==> config.mk <==
export PLATFORM = sky130hd
export DESIGN_NAME = lsu_mem_if
export DESIGN_NICKNAME = d
export VERILOG_FILES = /design/src/rtl/lsu_pkg.sv /design/src/rtl/lsu_load_align.sv /design/src/rtl/lsu_mem_if.sv
export SDC_FILE = /design/constraint.sdc
export NUM_CORES = 1
export LEC_CHECK = 0
export CORE_MARGIN = 3
export CORE_UTILIZATION = 47
export DETAILED_ROUTE_END_ITERATION = 8
export PLACE_DENSITY = 0.9
export SETUP_SLACK_MARGIN = 0.05
export SLEW_MARGIN = 20
export SYNTH_ARGS = -nofsm -noshare
export SYNTH_HDL_FRONTEND = slang
export SYNTH_SLANG_ARGS = --single-unit
==> constraint.sdc <==
create_clock -name i_clk -period 3.1 [get_ports i_clk]
set_clock_uncertainty 0.1 [all_clocks]
set_input_delay 0.465 -clock i_clk [delete_from_list [all_inputs] [get_ports i_clk]]
set_output_delay 0.465 -clock i_clk [all_outputs]
set_load 0.02 [all_outputs]
==> src/rtl/lsu_pkg.sv <==
// Shared types and encodings for the load/store unit front end.
package lsu_pkg;

    localparam int unsigned XLEN  = 32;
    localparam int unsigned CNT_W = 8;

    typedef enum logic [2:0] {
        IDLE,
        REQ,
        WAIT,
        RESP,
        ERR
    } lsu_state_e;

    localparam logic [2:0] F3_B  = 3'b000;
    localparam logic [2:0] F3_H  = 3'b001;
    localparam logic [2:0] F3_W  = 3'b010;
    localparam logic [2:0] F3_BU = 3'b100;
    localparam logic [2:0] F3_HU = 3'b101;

    localparam logic [1:0] SZ_B = 2'b00;
    localparam logic [1:0] SZ_H = 2'b01;
    localparam logic [1:0] SZ_W = 2'b10;

    localparam logic [1:0] ERR_OK       = 2'b00;
    localparam logic [1:0] ERR_MISALIGN = 2'b01;
    localparam logic [1:0] ERR_TIMEOUT  = 2'b10;
    localparam logic [1:0] ERR_ILLEGAL  = 2'b11;

    // Stores only know B/H/W; loads additionally accept the unsigned forms.
    function automatic logic f3_legal(input logic we, input logic [2:0] f3);
        logic ok;
        ok = (f3 == F3_B) || (f3 == F3_H) || (f3 == F3_W);
        if (!we) begin
            ok = ok || (f3 == F3_BU) || (f3 == F3_HU);
        end
        return ok;
    endfunction

    function automatic logic [1:0] f3_size(input logic [2:0] f3);
        logic [1:0] sz;
        case (f3)
            F3_H, F3_HU: sz = SZ_H;
            F3_W:        sz = SZ_W;
            default:     sz = SZ_B;
        endcase
        return sz;
    endfunction

    function automatic logic is_misaligned(input logic [1:0] sz, input logic [1:0] addr_lo);
        return ((sz == SZ_H) && addr_lo[0]) || ((sz == SZ_W) && (addr_lo != 2'b00));
    endfunction

endpackage

==> src/rtl/lsu_load_align.sv <==
// Picks the addressed byte/halfword out of a memory word and sign/zero extends it.
module lsu_load_align
    import lsu_pkg::*;
(
    input  logic [XLEN-1:0] i_word,
    input  logic [1:0]      i_addr_lo,
    input  logic [2:0]      i_funct3,
    output logic [XLEN-1:0] o_data_c
);

    logic [7:0]  w_byte;
    logic [15:0] w_half;

    always_comb begin
        case (i_addr_lo)
            2'd1:    w_byte = i_word[15:8];
            2'd2:    w_byte = i_word[23:16];
            2'd3:    w_byte = i_word[31:24];
            default: w_byte = i_word[7:0];
        endcase
        w_half = i_addr_lo[1] ? i_word[31:16] : i_word[15:0];
    end

    always_comb begin
        o_data_c = '0;
        case (i_funct3)
            F3_B:    o_data_c = {{24{w_byte[7]}}, w_byte};
            F3_BU:   o_data_c = {24'h0, w_byte};
            F3_H:    o_data_c = {{16{w_half[15]}}, w_half};
            F3_HU:   o_data_c = {16'h0, w_half};
            F3_W:    o_data_c = i_word;
            default: o_data_c = '0;
        endcase
    end

endmodule

==> src/rtl/lsu_mem_if.sv <==
// LSU front end: one load/store at a time, single-cycle memory request, ack wait with
// timeout, and exactly one registered response per accepted operation.
module lsu_mem_if
    import lsu_pkg::*;
#(
    parameter int unsigned ACK_TIMEOUT = 15,
    parameter int unsigned ADDR_WIDTH  = 32
) (
    input  logic                  i_clk,
    input  logic                  i_rst_n,
    input  logic                  i_valid,
    output logic                  o_ready,
    input  logic                  i_we,
    input  logic [2:0]            i_funct3,
    input  logic [ADDR_WIDTH-1:0] i_addr,
    input  logic [XLEN-1:0]       i_wdata,
    output logic                  o_rsp_valid,
    output logic [XLEN-1:0]       o_rsp_rdata,
    output logic [1:0]            o_rsp_err,
    output logic [ADDR_WIDTH-1:0] o_data_addr,
    output logic [XLEN-1:0]       o_data_wr_data,
    output logic [1:0]            o_data_size,
    output logic                  o_data_we,
    output logic                  o_data_req,
    input  logic [XLEN-1:0]       i_data_rd_data,
    input  logic                  i_data_ack
);

    lsu_state_e            r_state;
    lsu_state_e            w_state_nxt;
    logic [CNT_W-1:0]      r_cnt;
    logic [CNT_W-1:0]      w_cnt_nxt;
    logic [1:0]            r_err_code;
    logic [1:0]            w_err_nxt;
    logic                  w_hs;
    logic                  r_we;
    logic [2:0]            r_funct3;
    logic [ADDR_WIDTH-1:0] r_addr;
    logic [XLEN-1:0]       r_wdata;
    logic [1:0]            r_size;
    logic                  r_ready;
    logic                  r_data_req;
    logic                  r_data_we;
    logic                  r_rsp_valid;
    logic [1:0]            r_rsp_err;
    logic [XLEN-1:0]       r_rsp_rdata;
    logic [XLEN-1:0]       w_load_c;

    assign w_hs = i_valid && (r_state == IDLE);

    lsu_load_align u_align (
        .i_word    (i_data_rd_data),
        .i_addr_lo (r_addr[1:0]),
        .i_funct3  (r_funct3),
        .o_data_c  (w_load_c)
    );

    always_ff @(posedge i_clk or negedge i_rst_n) begin
        if (!i_rst_n) begin
            r_state    <= IDLE;
            r_cnt      <= '0;
            r_err_code <= ERR_OK;
        end else begin
            r_state    <= w_state_nxt;
            r_cnt      <= w_cnt_nxt;
            r_err_code <= w_err_nxt;
        end
    end

    always_comb begin
        w_state_nxt = r_state;
        w_cnt_nxt   = r_cnt;
        w_err_nxt   = r_err_code;
        case (r_state)
            IDLE: begin
                if (w_hs) begin
                    if (!f3_legal(i_we, i_funct3)) begin
                        w_state_nxt = ERR;
                        w_err_nxt   = ERR_ILLEGAL;
                    end else if (is_misaligned(f3_size(i_funct3), i_addr[1:0])) begin
                        w_state_nxt = ERR;
                        w_err_nxt   = ERR_MISALIGN;
                    end else begin
                        w_state_nxt = REQ;
                    end
                end
            end
            REQ: begin
                w_cnt_nxt   = '0;
                w_state_nxt = WAIT;
            end
            WAIT: begin
                // Ack is tested first so an ack on the final allowed cycle still succeeds.
                if (i_data_ack) begin
                    w_state_nxt = RESP;
                end else if (r_cnt == CNT_W'(ACK_TIMEOUT - 1)) begin
                    w_state_nxt = ERR;
                    w_err_nxt   = ERR_TIMEOUT;
                end else begin
                    w_cnt_nxt = r_cnt + CNT_W'(1);
                end
            end
            RESP:    w_state_nxt = IDLE;
            ERR:     w_state_nxt = IDLE;
            default: w_state_nxt = IDLE;
        endcase
    end

    // Operation registers double as the memory-port address/data/size drivers.
    always_ff @(posedge i_clk or negedge i_rst_n) begin
        if (!i_rst_n) begin
            r_we     <= 1'b0;
            r_funct3 <= '0;
            r_addr   <= '0;
            r_wdata  <= '0;
            r_size   <= SZ_B;
        end else if (w_hs) begin
            r_we     <= i_we;
            r_funct3 <= i_funct3;
            r_addr   <= i_addr;
            r_wdata  <= i_wdata;
            r_size   <= f3_size(i_funct3);
        end
    end

    always_ff @(posedge i_clk or negedge i_rst_n) begin
        if (!i_rst_n) begin
            r_ready     <= 1'b1;
            r_data_req  <= 1'b0;
            r_data_we   <= 1'b0;
            r_rsp_valid <= 1'b0;
            r_rsp_err   <= ERR_OK;
            r_rsp_rdata <= '0;
        end else begin
            r_ready     <= (w_state_nxt == IDLE);
            r_data_req  <= (w_state_nxt == REQ);
            r_data_we   <= (w_state_nxt == REQ) && i_we;
            r_rsp_valid <= (w_state_nxt == RESP) || (w_state_nxt == ERR);
            r_rsp_err   <= (w_state_nxt == ERR) ? w_err_nxt : ERR_OK;
            if (w_state_nxt == RESP) begin
                r_rsp_rdata <= r_we ? '0 : w_load_c;
            end else if (w_state_nxt == ERR) begin
                r_rsp_rdata <= '0;
            end
        end
    end

    assign o_ready        = r_ready;
    assign o_data_req     = r_data_req;
    assign o_data_we      = r_data_we;
    assign o_data_addr    = r_addr;
    assign o_data_wr_data = r_wdata;
    assign o_data_size    = r_size;
    assign o_rsp_valid    = r_rsp_valid;
    assign o_rsp_err      = r_rsp_err;
    assign o_rsp_rdata    = r_rsp_rdata;

endmodule
======== Word level (Yosys, flattened, before mapping) ========
Index checks and enable logic that the tools add are counted.
storage, ports and cells
  output and inout port bits .............. 104
  flip-flop bits (word level) ............. 121
  word-level logic and storage cells ...... 84
operators by class
  equal/unequal tests ..................... 21
  muxes and demuxes ....................... 29
  reductions and logical operators ........ 19
  add/sub/neg operators ................... 1
operators by type and width
  cell                 count
  $pmux 32 s5          1
  $mux 32              3
  $pmux 8 s3           1
  $mux 2               9
  $mux 16              1
  $mux 8               2
  $pmux 8 s2           1
  $eq 3x3->1 const B   5
  $mux 3               5
  $eq 3x1->1 const B   4
  $eq 3x2->1 const B   4
  $logic_not 3->1      4
  $pmux 3 s3           1
  $add 8x1->8 const B  1
  $eq 8x4->1 const B   1
  $pmux 2 s2           2
  $eq 2x2->1 const B   3
  $logic_or 1x1->1     6
  $reduce_bool 2->1    3
  $eq 2x1->1 const B   2
  $logic_and 1x1->1    4
  $ne 2x2->1 const B   2
  $mux 1               3
  $reduce_and 3->1     1
  $reduce_or 2->1      1

======== Longest topological paths before layout ========
  depth in word-level cells ............... 21
  mapped depth ............................ 7
  mapped depth without buffers ............ 6

======== Modules after synthesis ========
Synthesis repeated with hierarchy kept, for this count alone.
second synthesis, totals
  cells, all modules ...................... 577
  area total of the unflattened synthesis .. 5655.4 µm²
by module, submodules not included
  module          cells each  seq. area each (µm²)  area an instance (µm²)  times used
  lsu_mem_if      449         2979.1                4589.4                  1
  lsu_load_align  128         0.0                   1066.0                  1

======== Worst setup path after synthesis ========
OpenSTA, ideal clock, no wires.
  path kind ............................... register -> register
  start point ............................. register r_addr[1] (netlist: o_data_addr[1])
  end point ............................... register r_rsp_rdata[6] (netlist: o_rsp_rdata[6])
  setup time .............................. 0.121 ns
  setup slack ............................. 1.080 ns
  period minus slack after synthesis ...... 2.020 ns
  required time ........................... 2.879 ns
  path buffers ............................ 2
  cell stages (with the launch flop) ...... 7
  arrival time ............................ 1.799 ns
  cell sequence ........................... dfrtp_1 -> buf_2 -> buf_2 -> mux2_1 -> o32ai_1 -> a211oi_1 -> a22o_1
between the ends
  cells in the longest elaborated chain, start to end .. 5
  elaborated cells between the ends (all ways) .. 8
  those cells by class .................... eq/ne (3); mux (5)
ends and longest elaborated chain
  item                                      RTL line              RTL
  start: declaration                        lsu_mem_if.sv:38      logic [ADDR_WIDTH-1:0] r_addr;
  start signal: assignment                  lsu_mem_if.sv:120     r_addr <= i_addr;
  $eq 2x2->1 or $eq 2x1->1 (tied branches)  lsu_load_align.sv:15  case (i_addr_lo)
  $pmux 8 s3                                lsu_load_align.sv:15
  $pmux 32 s5 (*)                           lsu_load_align.sv:26  case (i_funct3)
  $mux 32 (*)                               lsu_mem_if.sv:141     r_rsp_rdata <= r_we ? '0 : w_load_c;
  $mux 32 (*)                               lsu_mem_if.sv:140     if (w_state_nxt == RESP) begin
  end signal: assignment                    lsu_mem_if.sv:141
  end: declaration                          lsu_mem_if.sv:46      logic [XLEN-1:0] r_rsp_rdata;
Every way passes the cells marked *; elsewhere a longest branch is shown, timed or not.
A chain may end at the register's enable or synchronous reset.

======== Worst setup path in the final report ========
  start point ............................. register r_addr[1] (netlist: o_data_addr[1])
  end point ............................... output o_data_addr[1]
RTL lines
  item              RTL line          RTL
  end: declaration  lsu_mem_if.sv:20  output logic [ADDR_WIDTH-1:0] o_data_addr,
No word-level cell between the ends.

==> impl_metrics.ini <==
[timing]
rsz_0062_raised_after_global_routing = no
setup_viol = 0
finalCritPeriodShare_pct = 85.2
total_negative_setup_slacks_ns = 0
count_of_final_hold_check_violations = 0
max_clock_freq_ghz = 0.378
finalWorstPathRequiredPeriod_ns = 2.64
timing.slew.headroom_pct = 50.5
transition_at_the_pin_with_the_smallest_max_transition_slack_ns = 0.738
timing_max_transition_violations_final = 0

[global_route]
use_met2_pct = 43.2
wire_length_of_the_first_global_routing_pass_mm = 26.0
grt-busiest-layer = met2
grtUsageTotal_pct = 26.1
pin_count_of_the_biggest_net_entering_global_routing = 75
use_met3_pct = 10.2
grt_antenna_before_repair = 0
globalRouteOverflowTotal = 0
first_global_vias = 5085
use_met1_pct = 30.7

[worst_hold_path]
min-delay-path-class = register to register

[yosys]
synth-edff-count = 0
cell_types_with_the_largest_area_share_after_synthesis = dfrtp_1, nand2_1, a21oi_1, o2bb2ai_1, clkbuf_1
post_synth_num_cell_types = 57
netlist.area_leader.share_pct = 56.3
synthFlopType = dfrtp_1
synth_area_mm2 = 0.00525
yosys_warnings = 0
yosysTopAreaCell = dfrtp_1
synth_area_per_cell_um2 = 9.72
synthCells = 540
asyncSetResetFlopFracSynth_pct = 100
number_of_register_bits_inferred_by_synthesis = 119
synth_nets = 646
synth_seq_area_share_pct = 56.8

[floorplan]
io_pins = 208
die_h_um = 112
fp.coreArea_mm2 = 0.0106
core.rowCount = 37
floorplan.initialDensity_pct = 49.5
die_w_um = 112
fp.dieArea_mm2 = 0.0125

[route]
drt-pass1-iter-count = 5
via_count = 4885
drcViolationCount = 0
initialDrtViolationCount = 474
drt-total-wl_mm = 16.0
detail_routed_via_count_per_cell = 5.53
detail_route.wl_per_cell_um = 18.1
final_antenna_net_count = 0

[setup_path]
ff2ff_setup_slack_ns = 0.79
start_kind = register
crit_start = o_data_addr[1]$_DFFE_PN0P_
max_stage_delay_ns = 0.65
critical_path.top_delay_family = buffers and inverters
crit_path_buf_inv_count = 2
crit_path_max_fanout = 11
end_kind = primary output
crit_chain = buf_4 > clkdlybuf4s50_1
r2r_cells = 5
r2r-end = o_rsp_rdata[15]$_DFFE_PN0P_
cp_data_required_time_ns = 2.53
timing.critical_path.to = o_data_addr[1]
worstPathArrival_ns = 2.08
slowest_stage = dfrtp_1
timing.critical_path.depth = 2
worstReg2RegStart = r_funct3[1]$_DFFE_PN0P_
critical_path_class = register to primary output

[status]
run_status = completed

[power]
irDropWorstVdd_uv = 671
power.density_cell_area_mw_per_mm2 = 1060
leakage_nw = 3.64

[layout]
areaGrowthSynthToFinish_pct = 51.2
multi_input_area_mm2 = 0.00210
layout.area.seq_mm2 = 0.00298
utilization_pct = 74.8
most-common-layout-cells = nand2_1, clkdlybuf4s50_1, dfrtp_1
most_common_library_cell_in_the_layout_ignoring_fill_and_taps = nand2_1
final.fill_count = 724
layout-drive-gt1-share_pct = 6.55
num_antenna_cells = 0
design.final.nets = 845

[clocking]
clk_root_buffer_cell = clkbuf_8
clock_tree.buffer_depth = 2
cts_buffers = 17
path_clk_slew_ns = 0.05
cts_tree = yes
clkLatencyLatePin_ns = 0.50
h-tree-depth = 4
numClockSinks = 119

[placed_design]
routabilityCongestion = 0.916
buffer_ports.inserted = 207
place_hpwl_mm = 11.6

[run]
timing.max_cap.violations = 0
[per-stage QoR]
stage	instances	hold WS (ns)	area [um2]	worst slack, ns	total power [mW]
floorplan	540	0.0694	5250	1.08	4.82
detailed placement	855	0.355	7410	0.565	6.67
global route	884	0.360	7930	0.348	8.89
CTS	884	0.364	7930	0.439	8.45
finish	884	0.361	7930	0.457	8.40
global placement	854	0.357	7400	0.582	6.49
[cell type report]
cell class                      instances  share of cell area, %
Clock inverter                          5                  0.631
Tap cell                              136                   2.15
Clock buffer                           23                   5.88
Multi-Input combinational cell        382                   26.5
Timing Repair Buffer                  216                   27.1
Sequential cell                       119                   37.6
Inverter                                3                  0.142
[what timing repair did]
action,CTS,global route
gates resized for setup,0,0
setup buffers,0,0
hold endpoints to repair,45,0
hold buffers,1,0
[worst min-delay path by stage]
| stage | startpoint | to | slack [ns] | depth (start not counted) |
|---|---|---|---|---|
| 4_1_cts | i_addr[5] | o_data_addr[5]$_DFFE_PN0P_ | 0.36 | 3 |
| 3_3_place_gp | o_data_wr_data[18]$_DFFE_PN0P_ | o_data_wr_data[18]$_DFFE_PN0P_ | 0.36 | 2 |
| 3_5_place_dp | o_data_size[1]$_DFFE_PN0P_ | o_data_size[1]$_DFFE_PN0P_ | 0.36 | 2 |
| 2_1_floorplan | i_rst_n | o_data_addr[0]$_DFFE_PN0P_ | 0.07 | 0 |
| 5_1_grt | i_addr[16] | o_data_addr[16]$_DFFE_PN0P_ | 0.36 | 3 |
| 6_report | o_data_size[1]$_DFFE_PN0P_ | o_data_size[1]$_DFFE_PN0P_ | 0.36 | 2 |
[cells in the mapped netlist (6+ instances only)]
| cell | n |
|---|---|
| nand2_1 | 213 |
| dfrtp_1 | 118 |
| a21oi_1 | 28 |
| clkbuf_1 | 25 |
| o2bb2ai_1 | 16 |
| nor2_1 | 13 |
| a22o_1 | 10 |
| mux2i_1 | 9 |
| a221o_1 | 8 |
| buf_2 | 7 |
| a32o_1 | 6 |
| mux2_2 | 6 |
| o32a_1 | 6 |
[sequential cells by signal (all words and copies together), names as in the netlist]
| register | cells |
|---|---|
| r_we | 1 |
| r_state | 3 |
| o_data_we | 1 |
| o_ready | 1 |
| o_data_wr_data | 32 |
| o_rsp_valid | 1 |
| o_data_size | 2 |
| o_rsp_rdata | 32 |
| r_funct3 | 3 |
| o_data_req | 1 |
| o_rsp_err | 2 |
| r_cnt | 8 |
| o_data_addr | 32 |
[where the power goes]
group | leakage, nW | total [mW] | switching [mW] | internal (mW)
combinational | 1.84 | 3.92 | 2.11 | 1.81
sequential | 1.53 | 2.74 | 0.532 | 2.21
clock | 0.259 | 1.74 | 0.636 | 1.10
[routing by layer]
layer / share of wire [%] / vias up
met3: 10 / 29
met5: 0 / -
li1: - / 2250
met4: 1.6 / 0
met2: 50 / 257
met1: 38 / 2349
[logic make-up after synthesis]
group | share of synthesized area [%]
compound gates | 14.4
xor+xnor | 0.501
fa+ha+maj | 0.477
buf+inv | 3.24
flops | 56.8
mux | 3.22
simple gates | 21.4
[worst min-delay path, delay by kind of cell, from the launching register on]
| family | cells | cell delay (ns) |
|---|---|---|
| DFF | 1 | 0.33 |
| and+or+nand+nor | 2 | 0.10 |
(Power assumes the default switching activity.)
